**config.mk**
```make
export PLATFORM = sky130hd
export DESIGN_NAME = mult_seq_ctrl_flat
export DESIGN_NICKNAME = d
export VERILOG_FILES = /design/src/rtl/mult_seq_pkg.sv /design/src/rtl/mult_seq_ctrl_if.sv /design/src/rtl/booth_core.sv /design/src/rtl/mult_seq_ctrl.sv /design/src/flat_wrapper.sv
export SDC_FILE = /design/constraint.sdc
export NUM_CORES = 1
export LEC_CHECK = 0
export ABC_AREA = 0
export CAP_MARGIN = 20
export CORE_ASPECT_RATIO = 0.8
export CORE_MARGIN = 2
export CORE_UTILIZATION = 45
export CTS_CLUSTER_SIZE = 24
export DETAILED_ROUTE_END_ITERATION = 16
export GPL_ROUTABILITY_DRIVEN = 0
export GPL_TIMING_DRIVEN = 0
export MAX_ROUTING_LAYER = met4
export PLACE_DENSITY = 0.63
export SETUP_SLACK_MARGIN = 0.2
export SYNTH_ARGS = -nofsm -noshare
export SYNTH_HDL_FRONTEND = slang
export SYNTH_SLANG_ARGS = --single-unit
export TNS_END_PERCENT = 20
```
**constraint.sdc**
```tcl
create_clock -name CLK -period 10.5 [get_ports CLK]
set_input_delay 2.1 -clock CLK [delete_from_list [all_inputs] [get_ports CLK]]
set_output_delay 2.1 -clock CLK [all_outputs]
set_load 0.1 [all_outputs]
```
**src/rtl/mult_seq_pkg.sv**
```systemverilog
// Shared definitions for the sequential Booth multiplier controller.
// Provides the FSM state type, the per-phase cycle counts, the data-memory
// address width and the derived counter widths.
package mult_seq_pkg;

    localparam int unsigned ADDR_W       = 8;
    localparam int unsigned LOAD_CYCLES  = 4;
    localparam int unsigned MUL_CYCLES   = 16;
    localparam int unsigned STORE_CYCLES = 4;

    // One phase counter serves both LOAD and STORE (both four cycles long).
    localparam int unsigned PHASE_W = $clog2(LOAD_CYCLES);
    localparam int unsigned STEP_W  = $clog2(MUL_CYCLES);

    typedef enum logic [2:0] {
        IDLE,
        LOAD,
        MUL,
        STORE,
        DONE
    } state_e;

endpackage

```
**src/rtl/mult_seq_ctrl_if.sv**
```systemverilog
// Byte-wide data-memory bus between the multiplier controller and its memory.
//   mem_addr  : byte address           (master -> slave)
//   mem_wr_en : write strobe           (master -> slave)
//   mem_wdata : write byte             (master -> slave)
//   mem_rdata : combinational read data for mem_addr (slave -> master)
interface mult_seq_ctrl_if;
    import mult_seq_pkg::*;

    logic [ADDR_W-1:0] mem_addr;
    logic              mem_wr_en;
    logic [7:0]        mem_wdata;
    logic [7:0]        mem_rdata;

    modport master (
        output mem_addr,
        output mem_wr_en,
        output mem_wdata,
        input  mem_rdata
    );

    modport slave (
        input  mem_addr,
        input  mem_wr_en,
        input  mem_wdata,
        output mem_rdata
    );

endinterface

```
**src/rtl/booth_core.sv**
```systemverilog
// Radix-2 Booth datapath: 16x16 signed multiply, one step per enabled cycle.
//   clk, rst_n : clock, asynchronous active-low reset
//   clr        : zero all datapath state
//   load       : capture multiplicand a_i and multiplier b_i, zero accumulator
//   step       : perform one Booth step
//   a_i, b_i   : signed 16-bit operands
//   step_cnt   : number of steps taken since load
//   product    : signed 32-bit product (valid after MUL_CYCLES steps)
module booth_core
    import mult_seq_pkg::*;
(
    input  logic              clk,
    input  logic              rst_n,
    input  logic              clr,
    input  logic              load,
    input  logic              step,
    input  logic [15:0]       a_i,
    input  logic [15:0]       b_i,
    output logic [STEP_W-1:0] step_cnt,
    output logic [31:0]       product
);

    // The multiplicand is shifted left each step instead of shifting the
    // accumulator right, so the accumulator holds the running product directly.
    logic [32:0]       acc_q, acc_d;
    logic [32:0]       mcand_q, mcand_d;
    logic [15:0]       mplr_q, mplr_d;
    logic              prev_q, prev_d;
    logic [STEP_W-1:0] step_q, step_d;
    logic              unused_acc_msb;

    always_comb begin
        acc_d   = acc_q;
        mcand_d = mcand_q;
        mplr_d  = mplr_q;
        prev_d  = prev_q;
        step_d  = step_q;
        if (clr) begin
            acc_d   = '0;
            mcand_d = '0;
            mplr_d  = '0;
            prev_d  = 1'b0;
            step_d  = '0;
        end else if (load) begin
            acc_d   = '0;
            mcand_d = {{17{a_i[15]}}, a_i};
            mplr_d  = b_i;
            prev_d  = 1'b0;
            step_d  = '0;
        end else if (step) begin
            case ({mplr_q[0], prev_q})
                2'b01:   acc_d = acc_q + mcand_q;
                2'b10:   acc_d = acc_q - mcand_q;
                default: acc_d = acc_q;
            endcase
            mcand_d = mcand_q << 1;
            mplr_d  = mplr_q >> 1;
            prev_d  = mplr_q[0];
            step_d  = step_q + 1'b1;
        end
    end

    always_ff @(posedge clk or negedge rst_n) begin
        if (!rst_n) begin
            acc_q   <= '0;
            mcand_q <= '0;
            mplr_q  <= '0;
            prev_q  <= 1'b0;
            step_q  <= '0;
        end else begin
            acc_q   <= acc_d;
            mcand_q <= mcand_d;
            mplr_q  <= mplr_d;
            prev_q  <= prev_d;
            step_q  <= step_d;
        end
    end

    // The extra accumulator bit only guards intermediate sums; the final
    // product always fits in 32 bits.
    assign unused_acc_msb = acc_q[32];
    assign step_cnt       = step_q;
    assign product        = acc_q[31:0];

endmodule

```
**src/rtl/mult_seq_ctrl.sv**
```systemverilog
// Sequential signed 16x16 multiplier controller. On start it reads operand
// bytes A[15:8], A[7:0], B[15:8], B[7:0] from BASE_A..BASE_A+3, runs 16
// Booth steps, writes product bytes [31:24]..[7:0] to BASE_P..BASE_P+3,
// then raises halt until the next start.
//   CLK      : system clock (rising edge)
//   reset_n  : asynchronous active-low reset
//   start    : run request, honoured in IDLE and DONE only
//   mem      : data-memory bus (master side)
//   halt     : registered done flag
//   cycle_ct : busy-cycle count
// Optional feature: define MULT_SEQ_CYCLE_CNT_EN to enable the busy-cycle
// counter; otherwise cycle_ct is tied to zero.
module mult_seq_ctrl
    import mult_seq_pkg::*;
#(
    parameter logic [ADDR_W-1:0] BASE_A = 8'd1,
    parameter logic [ADDR_W-1:0] BASE_P = 8'd5
)(
    input  logic                   CLK,
    input  logic                   reset_n,
    input  logic                   start,
    mult_seq_ctrl_if.master        mem,
    output logic                   halt,
    output logic [15:0]            cycle_ct
);

    state_e             state_q, state_d;
    logic [PHASE_W-1:0] cnt_q, cnt_d;
    logic [15:0]        a_q, a_d;
    logic [15:0]        b_q, b_d;
    logic               halt_q, halt_d;

    logic               core_clr, core_load, core_step;
    logic [15:0]        core_b;
    logic [STEP_W-1:0]  step_cnt;
    logic [31:0]        product;

    always_comb begin
        state_d       = state_q;
        cnt_d         = cnt_q;
        a_d           = a_q;
        b_d           = b_q;
        halt_d        = 1'b0;
        core_clr      = 1'b0;
        core_load     = 1'b0;
        core_step     = 1'b0;
        mem.mem_addr  = '0;
        mem.mem_wr_en = 1'b0;
        mem.mem_wdata = '0;
        // The last operand byte bypasses b_q so the core loads on the same edge.
        core_b        = {b_q[15:8], mem.mem_rdata};

        case (state_q)
            IDLE, DONE: begin
                halt_d = (state_q == DONE);
                if (start) begin
                    state_d  = LOAD;
                    cnt_d    = '0;
                    a_d      = '0;
                    b_d      = '0;
                    halt_d   = 1'b0;
                    core_clr = 1'b1;
                end
            end
            LOAD: begin
                mem.mem_addr = BASE_A + ADDR_W'(cnt_q);
                cnt_d        = cnt_q + 1'b1;
                case (cnt_q)
                    2'd0:    a_d[15:8] = mem.mem_rdata;
                    2'd1:    a_d[7:0]  = mem.mem_rdata;
                    2'd2:    b_d[15:8] = mem.mem_rdata;
                    default: b_d[7:0]  = mem.mem_rdata;
                endcase
                if (cnt_q == PHASE_W'(LOAD_CYCLES - 1)) begin
                    core_load = 1'b1;
                    cnt_d     = '0;
                    state_d   = MUL;
                end
            end
            MUL: begin
                core_step = 1'b1;
                if (step_cnt == STEP_W'(MUL_CYCLES - 1)) begin
                    state_d = STORE;
                    cnt_d   = '0;
                end
            end
            STORE: begin
                mem.mem_wr_en = 1'b1;
                mem.mem_addr  = BASE_P + ADDR_W'(cnt_q);
                case (cnt_q)
                    2'd0:    mem.mem_wdata = product[31:24];
                    2'd1:    mem.mem_wdata = product[23:16];
                    2'd2:    mem.mem_wdata = product[15:8];
                    default: mem.mem_wdata = product[7:0];
                endcase
                cnt_d = cnt_q + 1'b1;
                if (cnt_q == PHASE_W'(STORE_CYCLES - 1)) begin
                    state_d = DONE;
                    cnt_d   = '0;
                end
            end
            default: state_d = IDLE;
        endcase
    end

    always_ff @(posedge CLK or negedge reset_n) begin
        if (!reset_n) begin
            state_q <= IDLE;
            cnt_q   <= '0;
            a_q     <= '0;
            b_q     <= '0;
            halt_q  <= 1'b0;
        end else begin
            state_q <= state_d;
            cnt_q   <= cnt_d;
            a_q     <= a_d;
            b_q     <= b_d;
            halt_q  <= halt_d;
        end
    end

    booth_core u_core (
        .clk      (CLK),
        .rst_n    (reset_n),
        .clr      (core_clr),
        .load     (core_load),
        .step     (core_step),
        .a_i      (a_q),
        .b_i      (core_b),
        .step_cnt (step_cnt),
        .product  (product)
    );

    assign halt = halt_q;

`ifdef MULT_SEQ_CYCLE_CNT_EN
    logic [15:0] cyc_q, cyc_d;

    always_comb begin
        cyc_d = cyc_q;
        if (start && (state_q == IDLE || state_q == DONE)) begin
            cyc_d = '0;
        end else if (state_q == LOAD || state_q == MUL || state_q == STORE) begin
            cyc_d = cyc_q + 16'd1;
        end
    end

    always_ff @(posedge CLK or negedge reset_n) begin
        if (!reset_n) begin
            cyc_q <= '0;
        end else begin
            cyc_q <= cyc_d;
        end
    end

    assign cycle_ct = cyc_q;
`else
    assign cycle_ct = '0;
`endif

endmodule

```
**src/flat_wrapper.sv**
```systemverilog
// flat-port wrapper written by rule: the top's interface ports become plain ports
module mult_seq_ctrl_flat import mult_seq_pkg::*;
#(
    parameter logic [ADDR_W-1:0] BASE_A = 8'd1,
    parameter logic [ADDR_W-1:0] BASE_P = 8'd5
)
  (CLK, reset_n, start, halt, cycle_ct, mem_mem_addr, mem_mem_wr_en, mem_mem_wdata, mem_mem_rdata);
  mult_seq_ctrl_if mem_i ();
  input  logic CLK;
  input  logic reset_n;
  input  logic start;
  output logic halt;
  output logic [15:0] cycle_ct;
  output wire logic [$bits(mem_i.mem_addr)-1:0] mem_mem_addr;
  output wire logic [$bits(mem_i.mem_wr_en)-1:0] mem_mem_wr_en;
  output wire logic [$bits(mem_i.mem_wdata)-1:0] mem_mem_wdata;
  input wire logic [$bits(mem_i.mem_rdata)-1:0] mem_mem_rdata;
  assign mem_mem_addr = mem_i.mem_addr;
  assign mem_mem_wr_en = mem_i.mem_wr_en;
  assign mem_mem_wdata = mem_i.mem_wdata;
  assign mem_i.mem_rdata = mem_mem_rdata;
  mult_seq_ctrl #(.BASE_A(BASE_A), .BASE_P(BASE_P)) u_core (.CLK(CLK), .reset_n(reset_n), .start(start), .mem(mem_i), .halt(halt), .cycle_ct(cycle_ct));
endmodule
```
==> results_dict.tcl <==
set metrics [dict create \
    outcome "complete, no violations" \
    synth_top_family_by_area "compound AO/OA/AOI/OAI gates" \
    rsz0062_at_grt "no" \
    avgRoutedWirePerCell_um 17.46 \
    dr.pass1.iters 7 \
    postCtsSetupRepairBufs 0 \
    cp_max_fo 10 \
    clock_skew_ps 11.88 \
    max_freq_mhz 172.6 \
    synthXorXnorAreaFrac_pct 5.963 \
    h-tree-depth 4 \
    drive_gt1_share_pct 9.926 \
    numCtsBuffers 17 \
    synth_area_leader_cell "dfrtp_1" \
    ff2ff_setup_slack_ps 5830 \
    core_area_sq_um 16550 \
    final_max_slew_viol_count 0 \
    track_usage_pct 24.34 \
    synth-edff-count 0 \
    synth_compound_area_share_pct 19.25 \
    drc_errors 0 \
    fin_crit_sh_pct 55.19 \
    drv_cap 0 \
    crit_path_end_kind "output pin" \
    synthCells 871 \
    critical_path_required_ps 8400 \
    vias_per_cell 5.694 \
    synth_mux_area_share_pct 8.011 \
    drt_iter0_markers 509 \
    yosysTopAreaCellShare_pct 37.68 \
    final_core_util_pct 53.30 \
    fp-row-count 42 \
    hold_violations 0 \
    layout_common_cells "dfrtp_1, nand2_1, o21ai_0, nor2_1, a21oi_1" \
    clkLatencyLatePin_ps 420 \
    portBuffers 24 \
    die_w_um 149.7 \
    final_common_cell "dfrtp_1" \
    finalCriticalPeriod_ps 5795 \
    synth_adder_area_share_pct 6.488 \
    synth-seq-cells 115 \
    grt_max_degree 81 \
    stdcell_area_sq_um 8822 \
    ys_seq_area_share_pct 37.68 \
    antenna_found_initial 0 \
    rr_worst_depth 16 \
    area_growth_pct 15.51 \
    r2r-start "u_core.u_core.mcand_q[2]" \
    io_pins 45 \
    netlist_area_sq_um 7637 \
    async_flop_share_pct 100.0 \
    die_y_um 120.5 \
    diodes 0 \
    postCtsHoldBufs 0 \
    dr_wl_met2_um 8641 \
    hold_class "flip-flop to flip-flop" \
    crit_type "flip-flop to output pin" \
    ant_nets 0 \
    wl_um 20370 \
    yosys.area_share.simple_pct 16.94 \
    via_count 6645 \
    cts_tree "yes" \
    holdPathStages 2 \
    initial_core_util_pct 46.14 \
    cp-start-kind "flip-flop" \
    hp-start "u_core.u_core.mplr_q[10]" \
    holdWs_ps 482.4 \
    synth_area_per_cell_sq_um 8.768 \
    cts-root-buf "clkbuf_16" \
    dr_wl_met3_um 1193 \
    hpwl_um 15300 \
    highest_layer "met4" \
    path_clk_slew_ps 70 \
    drt-met1-wl_um 10280 \
    maxSlewHeadroom_pct 25.50 \
    grt_pass1_vias 6132 \
    cts_buffer_depth 2 \
    cts_sinks 115 \
    whs_endpoint "u_core.u_core.mplr_q[10]" \
    setup_violations 0 \
    synth-main-ff-cell "dfrtp_1" \
    synth.distinct_cells 65 \
    tightest_slew_ps 1109 \
    arrival_ps 3690 \
    tns_ps 0 \
    placed_area_sq_um 8253 \
    ys_top_cells_by_area "dfrtp_1, ha_1, o21ai_0" \
    dieArea_sq_um 18040 \
    reg2reg_to "u_core.u_core.acc_q[28]" \
    grt_first_pass_wirelength_um 32850 \
    cts_resized 0 \
    final_nets 984 \
    gr-total-overflow 0 \
    ys.warnings.count 0 \
]
## metrics by stage
stage | cells | worst slack [ps]
floorplan | 890 | 5692
global placement | 1134 | 2658
detailed placement | 1135 | 5147
CTS | 1167 | 4698
global route | 1167 | 4466
finish | 1167 | 4705
## worst max-delay path by stage
stage	start	end	slack (ps)	depth (start not counted)
finish	u_core.cnt_q[0]	mem_mem_wdata[0]	4710	7
global route	u_core.cnt_q[0]	mem_mem_wdata[2]	4470	7
CTS	u_core.cnt_q[0]	mem_mem_wdata[0]	4700	7
detailed placement	u_core.cnt_q[0]	mem_mem_wdata[0]	5150	7
global placement	reset_n	u_core.u_core.mcand_q[18]	2660	1
floorplan	u_core.cnt_q[0]	mem_mem_wdata[1]	5690	6
## kinds of logic after synthesis
kind of cell,count (synthesis)
AO/OA/AOI/OAI,239
XOR/XNOR,52
flip-flops,115
multiplexers,58
AND/OR/NAND/NOR,276
adder cells (fa/ha/maj),39
buffers and inverters,91
other,1
## layer usage
metal	vias up	global-route usage, %
li1	3188	-
met1	3254	35.41
met2	178	34.35
met3	25	5.170
met4	0	6.781
met5	-	-
## state kept, by name, summed over array words and instances (netlist names)
signal / flops
u_core.u_core.acc_q: 32
u_core.u_core.mcand_q: 32
u_core.a_q: 16
u_core.u_core.mplr_q: 16
u_core.b_q: 8
u_core.u_core.step_cnt: 4
u_core.state_q: 3
u_core.cnt_q: 2
u_core.halt: 1
u_core.u_core.prev_q: 1
## synth_stat cells (6+ instances only)
cell type,n
o211ai_1,6
nand3_1,32
dfrtp_1,115
mux2i_1,33
xnor2_1,40
o21a_1,7
nor2_1,77
mux2_2,25
nand2b_1,9
clkbuf_1,39
a21o_1,18
xor2_1,12
a31oi_1,6
inv_1,22
o31ai_1,7
and3_1,6
buf_4,20
and2_1,11
o21ai_0,84
nand2_1,89
nor3_1,15
ha_1,38
a21oi_1,77
a222oi_1,8
## final cells by class
cell class / count / area (sq um)
tap: 220 / 275.3
clock inverter: 13 / 126.4
timing repair buffer: 25 / 269.0
clock buffer: 19 / 442.9
inverter: 22 / 82.58
multi-input combinational: 684 / 4402
fill: 1540 / 7731
sequential: 115 / 2878
buffer: 69 / 346.6
## critical path: stages, from the launching register on
cell	delay [ps]
dfrtp_1	470
ha_1	190
clkbuf_1	290
clkbuf_1	410
clkbuf_1	480
a21oi_1	150
nor2_1	140
clkdlybuf4s50_1	1150
Power is left out: the tool's default activity adds up to more than one toggle a clock period on the data nets, which glitch-free logic cannot reach.
